===== src/rtl/ball_ctrl.sv =====
// ball_ctrl: frame-rate ball motion, paddle collision and rally scoring.
// All game state advances once per frame, on the falling edge of vsync.
module ball_ctrl #(
    parameter int SIZE      = 8,
    parameter int SPD_X     = 8,
    parameter int SPD_Y     = 4,
    parameter int P1_X      = 40,
    parameter int P2_X      = 600,
    parameter int PAD_W     = 8,
    parameter int PAD_H     = 50,
    parameter int H_ACT     = 640,
    parameter int V_ACT     = 480,
    parameter int WIN_SCORE = 9
) (
    input  logic       clk,
    input  logic       rst,
    input  logic       vsync,
    input  logic       p1_srv,
    input  logic       p2_srv,
    input  logic [8:0] p1_y,
    input  logic [8:0] p2_y,
    output logic [9:0] ball_x,
    output logic [8:0] ball_y,
    output logic [3:0] score_p1,
    output logic [3:0] score_p2,
    output logic       point,
    output logic       game_over
);

    typedef enum logic [1:0] {
        SERVE_P1,
        SERVE_P2,
        PLAY,
        GAME_OVER
    } state_t;

    localparam logic signed [11:0] FACE1 = 12'(P1_X + PAD_W);
    localparam logic signed [11:0] FACE2 = 12'(P2_X - SIZE);
    localparam logic signed [11:0] Y_MAX = 12'(V_ACT - SIZE);
    localparam logic signed [11:0] PARK_OFS = 12'(PAD_H / 2 - SIZE / 2);
    localparam logic signed [11:0] S_SIZE = 12'(SIZE);
    localparam logic signed [11:0] S_SPD_X = 12'(SPD_X);
    localparam logic signed [11:0] S_SPD_Y = 12'(SPD_Y);
    localparam logic signed [11:0] S_P1_X = 12'(P1_X);
    localparam logic signed [11:0] S_P2_X = 12'(P2_X);
    localparam logic signed [11:0] S_PAD_W = 12'(PAD_W);
    localparam logic signed [11:0] S_PAD_H = 12'(PAD_H);
    localparam logic signed [11:0] S_H_ACT = 12'(H_ACT);
    localparam logic [3:0] WIN = 4'(WIN_SCORE);

    state_t state, state_nxt;

    logic vsync_prev;
    logic tick;
    logic dx, dy;
    logic dx_nxt, dy_nxt;
    logic [3:0] sc1_nxt, sc2_nxt;
    logic point_nxt, over_nxt;
    logic signed [11:0] bx, by, py1, py2;
    logic signed [11:0] srv_y, park_y;
    logic signed [11:0] step_x, step_y;
    logic signed [11:0] x_nxt, y_nxt;
    logic hit1, hit2;
    logic miss_l, miss_r;
    logic win_l, win_r;
    logic unused_bits;

    assign tick = vsync_prev & ~vsync;

    assign bx  = {2'b00, ball_x};
    assign by  = {3'b000, ball_y};
    assign py1 = {3'b000, p1_y};
    assign py2 = {3'b000, p2_y};

    // A paddle only counts when the ball is travelling toward it.
    assign hit1 = dx
               && (bx < S_P1_X + S_PAD_W)
               && (bx + S_SIZE > S_P1_X)
               && (by < py1 + S_PAD_H)
               && (by + S_SIZE > py1);
    assign hit2 = !dx
               && (bx < S_P2_X + S_PAD_W)
               && (bx + S_SIZE > S_P2_X)
               && (by < py2 + S_PAD_H)
               && (by + S_SIZE > py2);

    assign step_x = dx ? bx - S_SPD_X : bx + S_SPD_X;
    assign step_y = dy ? by - S_SPD_Y : by + S_SPD_Y;

    assign miss_l = dx && !hit1 && (bx < S_SPD_X);
    assign miss_r = !dx && !hit2
                 && (bx + S_SIZE + S_SPD_X > S_H_ACT);

    assign win_l = (score_p2 + 4'd1) == WIN;
    assign win_r = (score_p1 + 4'd1) == WIN;

    assign srv_y = (state == SERVE_P1 ? py1 : py2) + PARK_OFS;

    always_comb begin
        park_y = srv_y;
        if (srv_y < 0) begin
            park_y = '0;
        end else if (srv_y > Y_MAX) begin
            park_y = Y_MAX;
        end
    end

    always_ff @(posedge clk) begin
        if (rst) begin
            state <= SERVE_P2;
        end else if (tick) begin
            state <= state_nxt;
        end
    end

    always_comb begin
        state_nxt = state;
        unique case (state)
            SERVE_P1: begin
                if (p1_srv) state_nxt = PLAY;
            end
            SERVE_P2: begin
                if (p2_srv) state_nxt = PLAY;
            end
            PLAY: begin
                if (miss_l) begin
                    state_nxt = win_l ? GAME_OVER : SERVE_P1;
                end else if (miss_r) begin
                    state_nxt = win_r ? GAME_OVER : SERVE_P2;
                end
            end
            GAME_OVER: begin
                if (p1_srv | p2_srv) state_nxt = SERVE_P2;
            end
        endcase
    end

    always_comb begin
        x_nxt     = bx;
        y_nxt     = by;
        dx_nxt    = dx;
        dy_nxt    = dy;
        sc1_nxt   = score_p1;
        sc2_nxt   = score_p2;
        point_nxt = 1'b0;
        over_nxt  = (state_nxt == GAME_OVER);
        unique case (state)
            SERVE_P1: begin
                x_nxt = FACE1;
                y_nxt = park_y;
                if (p1_srv) begin
                    dx_nxt = 1'b0;
                    dy_nxt = 1'b0;
                end
            end
            SERVE_P2: begin
                x_nxt = FACE2;
                y_nxt = park_y;
                if (p2_srv) begin
                    dx_nxt = 1'b1;
                    dy_nxt = 1'b0;
                end
            end
            PLAY: begin
                if (hit1) begin
                    x_nxt  = FACE1;
                    dx_nxt = 1'b0;
                end else if (hit2) begin
                    x_nxt  = FACE2;
                    dx_nxt = 1'b1;
                end else if (miss_l) begin
                    sc2_nxt   = score_p2 + 4'd1;
                    point_nxt = tick;
                end else if (miss_r) begin
                    sc1_nxt   = score_p1 + 4'd1;
                    point_nxt = tick;
                end else begin
                    x_nxt = step_x;
                end
                // Wall bounce is independent of the horizontal outcome.
                if (step_y < 0) begin
                    y_nxt  = '0;
                    dy_nxt = 1'b0;
                end else if (step_y > Y_MAX) begin
                    y_nxt  = Y_MAX;
                    dy_nxt = 1'b1;
                end else begin
                    y_nxt = step_y;
                end
            end
            GAME_OVER: begin
                if (p1_srv | p2_srv) begin
                    sc1_nxt = '0;
                    sc2_nxt = '0;
                end
            end
        endcase
    end

    always_ff @(posedge clk) begin
        if (rst) begin
            vsync_prev <= 1'b0;
            ball_x     <= 10'(P2_X - SIZE);
            ball_y     <= 9'(V_ACT / 2);
            dx         <= 1'b1;
            dy         <= 1'b0;
            score_p1   <= '0;
            score_p2   <= '0;
            point      <= 1'b0;
            game_over  <= 1'b0;
        end else begin
            vsync_prev <= vsync;
            point      <= point_nxt;
            if (tick) begin
                ball_x    <= x_nxt[9:0];
                ball_y    <= y_nxt[8:0];
                dx        <= dx_nxt;
                dy        <= dy_nxt;
                score_p1  <= sc1_nxt;
                score_p2  <= sc2_nxt;
                game_over <= over_nxt;
            end
        end
    end

    assign unused_bits = ^{x_nxt[11:10], y_nxt[11:9]};

endmodule


===== config.mk =====
export PLATFORM = sky130hd
export DESIGN_NAME = ball_ctrl
export DESIGN_NICKNAME = d
export VERILOG_FILES = /design/src/rtl/ball_ctrl.sv
export SDC_FILE = /design/constraint.sdc
export NUM_CORES = 1
export LEC_CHECK = 0
export CAP_MARGIN = 20
export CORE_MARGIN = 5
export CORE_UTILIZATION = 25
export DETAILED_ROUTE_END_ITERATION = 10
export GPL_TIMING_DRIVEN = 0
export HOLD_SLACK_MARGIN = 0.08
export SYNTH_ARGS = -nofsm -noshare
export SYNTH_HDL_FRONTEND = slang
export SYNTH_SLANG_ARGS = --single-unit

===== constraint.sdc =====
create_clock -name clk -period 4.5 [get_ports clk]
set_input_delay 0.9 -clock clk [delete_from_list [all_inputs] [get_ports clk]]
set_output_delay 0.9 -clock clk [all_outputs]
set_load 0.05 [all_outputs]

After elaboration in Yosys (flattened, before gate mapping)
Index checks and enable logic that the tools add are counted.
- flip-flop bits (word level): 34
- input bits: 23
- logic and storage cells: 126
- $add $sub $neg: 11
- order comparisons: 14
- eq/ne operators: 18
- muxes and demuxes: 42
- bitwise logic cells: 4
- reductions and logical operators: 27
- operators with widths (kind ; number):
    two-way mux 10 bit ; 5
    two-way mux 9 bit ; 5
    two-way mux 4 bit ; 8
    one-hot mux 10 bit (3 select lines) ; 1
    adder 9 x 6 -> 10 bit, second input constant ; 2
    less-than comparator 9 x 10 -> 1 bit ; 2
    one-hot mux 9 bit (2 select lines) ; 1
    != test 2 bit, second input constant ; 8
    one-hot mux 4 bit (2 select lines) ; 2
    two-way mux 2 bit ; 7
    adder 11 x 4 -> 12 bit, second input constant ; 1
    greater-than comparator 12 x 10 -> 1 bit ; 1
    greater-than comparator 12 x 10 -> 1 bit, second input constant ; 1
    greater-than comparator 12 x 11 -> 1 bit, second input constant ; 1
    logical AND 1 bit ; 12
    less-than comparator 12 x 1 -> 1 bit, second input constant ; 1
    two-way mux 12 bit ; 1
    adder 10 x 4 -> 11 bit, second input constant ; 1
    greater-than comparator 11 x 10 -> 1 bit, second input constant ; 1
    greater-than comparator 11 x 6 -> 1 bit, second input constant ; 1
    adder 9 x 3 -> 10 bit, second input constant ; 1
    adder 9 x 4 -> 10 bit, second input constant ; 1
    adder 9 x 5 -> 10 bit, second input constant ; 1
    greater-than comparator 10 x 9 -> 1 bit ; 1
    30 further kinds ; 50

Logic depth before layout (Yosys ltp)
Gate-level depths: netlist of the first run.
- depth after elaboration: 13
- depth in mapped cells: 16

Least setup slack after synthesis of the first run
Ideal clock, no wire load.
- kind: register -> register
- start: register ball_y[4]
- end: register score_p1[2]
- data arrival time: 3.727 ns
- slack: 0.703 ns
- cell stages (with the launch flop): 15
- buffers on the path: 1
- clock period less this slack: 3.797 ns
- path through: dfxtp_1 clkbuf_1 and3_1 nand3_1 xnor2_1 ha_1 and3_1 nor2b_1 a2111oi_4 nand2_1 o2111ai_2 nand2_1 a21o_1 or4b_1 a21oi_1
- cells in the longest elaborated chain, start to end: 8
- elaborated cells on any way between the ends: 20
- those cells by class: add/sub (1); order compare (4); eq/ne (4); reduce/logical (11)
- RTL lines (item ; RTL line ; source):
    from (decl) ; 23 ; output logic [8:0] ball_y,
    from (signal assigned) ; 204 ; ball_y <= 9'(V_ACT / 2);
    from (signal assigned) ; 216 ; ball_y <= y_nxt[8:0];
    adder 9 x 4 -> 10 bit, or another cell as far along ; 80, 85 ;
    greater-than comparator 12 x 10 -> 1 bit, or another cell as far along ; 80 ; && (by + S_SIZE > py1);
    logical AND 1 bit, on equally long branches ; 80, 85 ;
    zero test 1 bit, on equally long branches ; 90, 91 ;
    logical AND 1 bit, on equally long branches ; 90, 91 ;
    logical AND 1 bit, on equally long branches ; 90, 92 ;
    != test 2 bit (no source line) ; n/a ;
    AND reduction 7 bit (no source line) * ; n/a ;
    to (signal assigned) ; 219 ; score_p1 <= sc1_nxt;
    to (decl) ; 24 ; output logic [3:0] score_p1,
Mark *: on every way between the ends. The rest lies on a longest branch, timed or not.
A chain may end at the register's enable or synchronous reset.

Final worst setup path of the first run
- start: input port p1_y[1]
- end: register ball_x[7]
- cells in the longest elaborated chain, start to end: 9
- elaborated cells on any way between the ends: 13
- those cells by class: add/sub (1); order compare (2); eq/ne (2); mux (2); reduce/logical (6)
- RTL lines (item ; RTL line ; source):
    from (decl) ; 20 ; input logic [8:0] p1_y,
    adder 9 x 6 -> 10 bit ; 79 ; && (by < py1 + S_PAD_H)
    less-than comparator 9 x 10 -> 1 bit ; 79 ;
    logical AND 1 bit ; 79 ;
    logical AND 1 bit * ; 80 ;
    zero test 1 bit ; 90 ; assign miss_l = dx && !hit1 && (bx < S_SPD_X);
    logical AND 1 bit (2 in series) ; 90 ;
    != test 4 bit (no source line) ; n/a ;
    AND reduction 4 bit (no source line) ; n/a ;
    to (signal assigned) ; 203 ; ball_x <= 10'(P2_X - SIZE);
    to (signal assigned) ; 215 ; ball_x <= x_nxt[9:0];
    to (decl) ; 22 ; output logic [9:0] ball_x,
Marks and branches as above.

==> results of run 1 <==
## cell families after synthesis
family                     count (synthesis)  synth area share, %
buffers and inverters                     72                7.298
AOI/OAI and AO/OA                        151                25.30
adders and majority gates                 60                18.09
muxes                                     16                4.101
xor gates and xnor gates                  36                7.781
other                                      1              0.09038
and+or+nand+nor                          174                22.38
DFF                                       31                14.96
## final cells by class
type                       instances  area (sq um)
multi-input combinational        440          3287
tap                              220         275.3
clock inverter                     2         35.03
buffer                            31         148.9
inverter                          41         153.9
clock buffer                       6         138.9
sequential                        31         620.6
fill                            1758         11260
timing repair buffer              48         483.0
## synthesized netlist by cell type, types with 11 or more instances
library cell / instances
a21oi_1: 32
a31oi_1: 13
clkbuf_1: 18
dfxtp_1: 31
ha_1: 60
inv_1: 41
mux2i_1: 11
nand2_1: 41
nand2b_1: 11
nand3_1: 21
nor2_1: 32
o21ai_0: 25
xnor2_1: 27
## how the worst min path moves through the flow
stage	depth (start not counted)	slack, ns	endpoint
after floorplan	2	0.48	point
final	2	0.48	game_over
after CTS	2	0.50	game_over
after global placement	2	0.47	game_over
after detailed placement	2	0.49	game_over
after global routing	2	0.53	game_over
## worst min-delay path: stages (launching register included)
cell	delay [ns]
dfxtp_1	0.31
nand2_1	0.06
o32ai_1	0.07
## flip-flops by register name, indices dropped and copies added, names as in the netlist
signal / cells
ball_x: 7
vsync_prev: 1
score_p1: 4
state: 2
ball_y: 9
score_p2: 4
dy: 1
game_over: 1
dx: 1
point: 1
## timing repair
action / in CTS / in global routing
endpoints found under the setup margin: 2 / 9
pin swaps: 0 / 3
cloned: 0 / 0
gates resized for setup: 1 / 10
hold buffers: 0 / 0
setup buffers: 0 / 1
## power by group through the flow
stage	Sequential (mW)	Clock, mW	Combinational [mW]
floorplan	0.314	0	0.220
global placement	0.301	0	0.332
detailed placement	0.301	0	0.334
CTS	0.295	0.403	0.336
global route	0.296	0.421	0.381
finish	0.295	0.395	0.342
## routing by layer
layer	vias to the layer above	global-route usage [%]
li1	2070	-
met1	1880	17.08
met2	100	20.51
met3	4	1.862
met4	0	2.111
met5	-	0
## metrics by stage
stage | total power, mW | std cells | setup WS [ns]
2_1_floorplan | 0.5344 | 543 | 0.7026
3_3_place_gp | 0.6334 | 810 | -0.3461
3_5_place_dp | 0.6352 | 810 | -0.3294
4_1_cts | 1.035 | 818 | 0.01263
5_1_grt | 1.099 | 819 | 0.03296
6_report | 1.033 | 819 | 0.2312
==> summary.txt, run 1 <==
Routing
  • Iteration-0 DRC count of the detailed router: 222
  • Vias per cell: 4.950
  • Routed WL: 12.24 mm
  • DR WL met2: 5.644 mm
  • Post-DRT Antenna Nets: 0
  • DRT Pass-1 Iters: 5
  • WL met3: approximately 580 um
  • DR WL/cell: 14.95 um
  • Remaining design rule violation count: 0
  • Top Metal Used: met4
  • Metal-1 WL: 5.931 mm
  • Vias after detailed routing: around 4,000

Layout
  • Area delta synth->final: 23.94%
  • Finished Cell Area: slightly above 5000 sq um
  • Most frequent cells in the layout: ha_1, clkdlybuf4s50_1, inv_1, nand2_1, nor2_1
  • Ant. Diodes: 0
  • Share of cells above drive strength 1: around 8%
  • Commonest non-fill, non-tap cell in the layout: ha_1
  • Nets: 681
  • Final core utilization: roughly a third

Die
  • Die footprint: 19,270 sq um
  • Die H: ~140 um
  • Core Region: 16,410 sq um
  • Initial Util: 25.29%
  • Row count: 47
  • Die X: 138.8 um
  • I/O pin total: 52

Synth
  • Mapped Cells: 541
  • Synth Register Bits: 31
  • Area fraction of the dominant cell type after synthesis: between 10% and 20%
  • Yosys warnings: 0
  • Post-synthesis sequential area ratio: 14.96%
  • Post-synth top flop: dfxtp_1
  • Number of synthesized flops with an enable pin: 0
  • Synth cell types: 77
  • Avg Cell Area, Syn: between 7 and 8 sq um
  • Async set or reset register ratio after synthesis: 0%
  • Largest cells by area after synthesis: ha_1, dfxtp_1, xnor2_1
  • Syn Std Cell Area: 4149 sq um
  • Synth area leader: ha_1

Critical path
  • Reg-to-reg startpoint: ball_y[3]
  • CP Max Fanout: 7
  • CP arrival: 4.47 ns
  • Last element of the critical path: ball_x[7]
  • FF-to-FF path depth: 13
  • R2R setup slack: 0.52 ns
  • Worst path top cell family by delay: compound AO/OA/AOI/OAI gates
  • Required time of the critical path: 4.70 ns
  • Crit path cell chain: clkdlybuf4s50_1 -> ha_1 -> a21oi_2 -> xnor2_1 -> ha_1 -> a211o_1 -> a311o_1 -> a221o_1 -> a21oi_2 -> o2111ai_4 -> nand3_4 -> o21ai_1 -> or4b_1 -> a21oi_1
  • Levels on crit path: 14
  • Bufs and invs on worst path: 1
  • Kind of start point of the critical path: input port
  • Launch point of the worst path: p1_y[1]
  • Slowest-stage cell, CP: clkdlybuf4s50_1
  • Reg2Reg Capture Point: score_p1[2]
  • Critical Path Max Stage Delay: 0.51 ns
  • Crit path kind: in -> reg
  • Worst setup EP type: register

Power and ir drop
  • Combinational share of power: 33.2%
  • Clk network pwr share: a little under two fifths
  • Leak Pwr: between 2 and 2.5 nW
  • Max VDD drop: 121.0 uV
  • Sw Ratio: 32.16%
  • Sequential share of power: between 20% and 30%
  • P_int: 0.7006 mW
  • Net Switching: 0.3321 mW
  • PwrDens: 200.8 nW/um^2

Clock tree
  • H-tree levels: 2
  • Clock Tree Buf Depth: 2
  • Clk sink count: 31
  • Clk_lat worst skew: 0.27 ns
  • Worst-path clk slew: 0.06 ns
  • Total CTS buffers: 5
  • TritonCTS clock tree: built
  • CTS Root Cell: clkbuf_16

Placed design
  • DPL Wire Length: between 9 and 10 mm
  • Port buffer count: 47
  • Placer Congestion: around 0.89
  • Placed inst area: 4902 sq um

Timing
  • Tcrit/Tclk final: between 90% and 100%
  • Setup violation total in the final timing report: 0
  • Normalized max-slew margin: 57.57%
  • Crit path time final: approximately 4.3 ns
  • Max Clk Rate: ~230 MHz
  • RSZ-0062 raised after global routing: false
  • Final Skew: between 0.009 and 0.01 ns
  • Final hold slack: 0.4842 ns
  • Count of final hold-check violations: 0
  • Worst Tran Pin Value: 0.6365 ns
  • Slew Limit Fails: 0
  • Total negative slack: 0 ns

Global routing
  • Total GRT Usage: 12.30%
  • Total gr overflow: 0
  • First-pass GRT wire length: between 15 and 20 mm
  • Antenna violations before repair: 0
  • Largest net degree at the start of global routing: 12
  • Vias in the first global route: 3,851

Worst hold path
  • HP Start: game_over
  • Worst hold path class: reg -> reg

Run status
  • Status: finished, final reports clean

Job
  • Reported max-cap violation count: 0
Note: power is estimated with default switching activity, not from simulation.
==> inputs of run 2 (changes only) <==
--- a/config.mk
+++ b/config.mk
@@ -5,6 +5,7 @@
 export SDC_FILE = /design/constraint.sdc
 export NUM_CORES = 1
 export LEC_CHECK = 0
+export ABC_CLOCK_PERIOD_IN_PS = 4500
 export CAP_MARGIN = 20
 export CORE_MARGIN = 5
 export CORE_UTILIZATION = 25
==> results of run 2 <==
The final DEF is identical to that of run 1; final timing and power are the same.
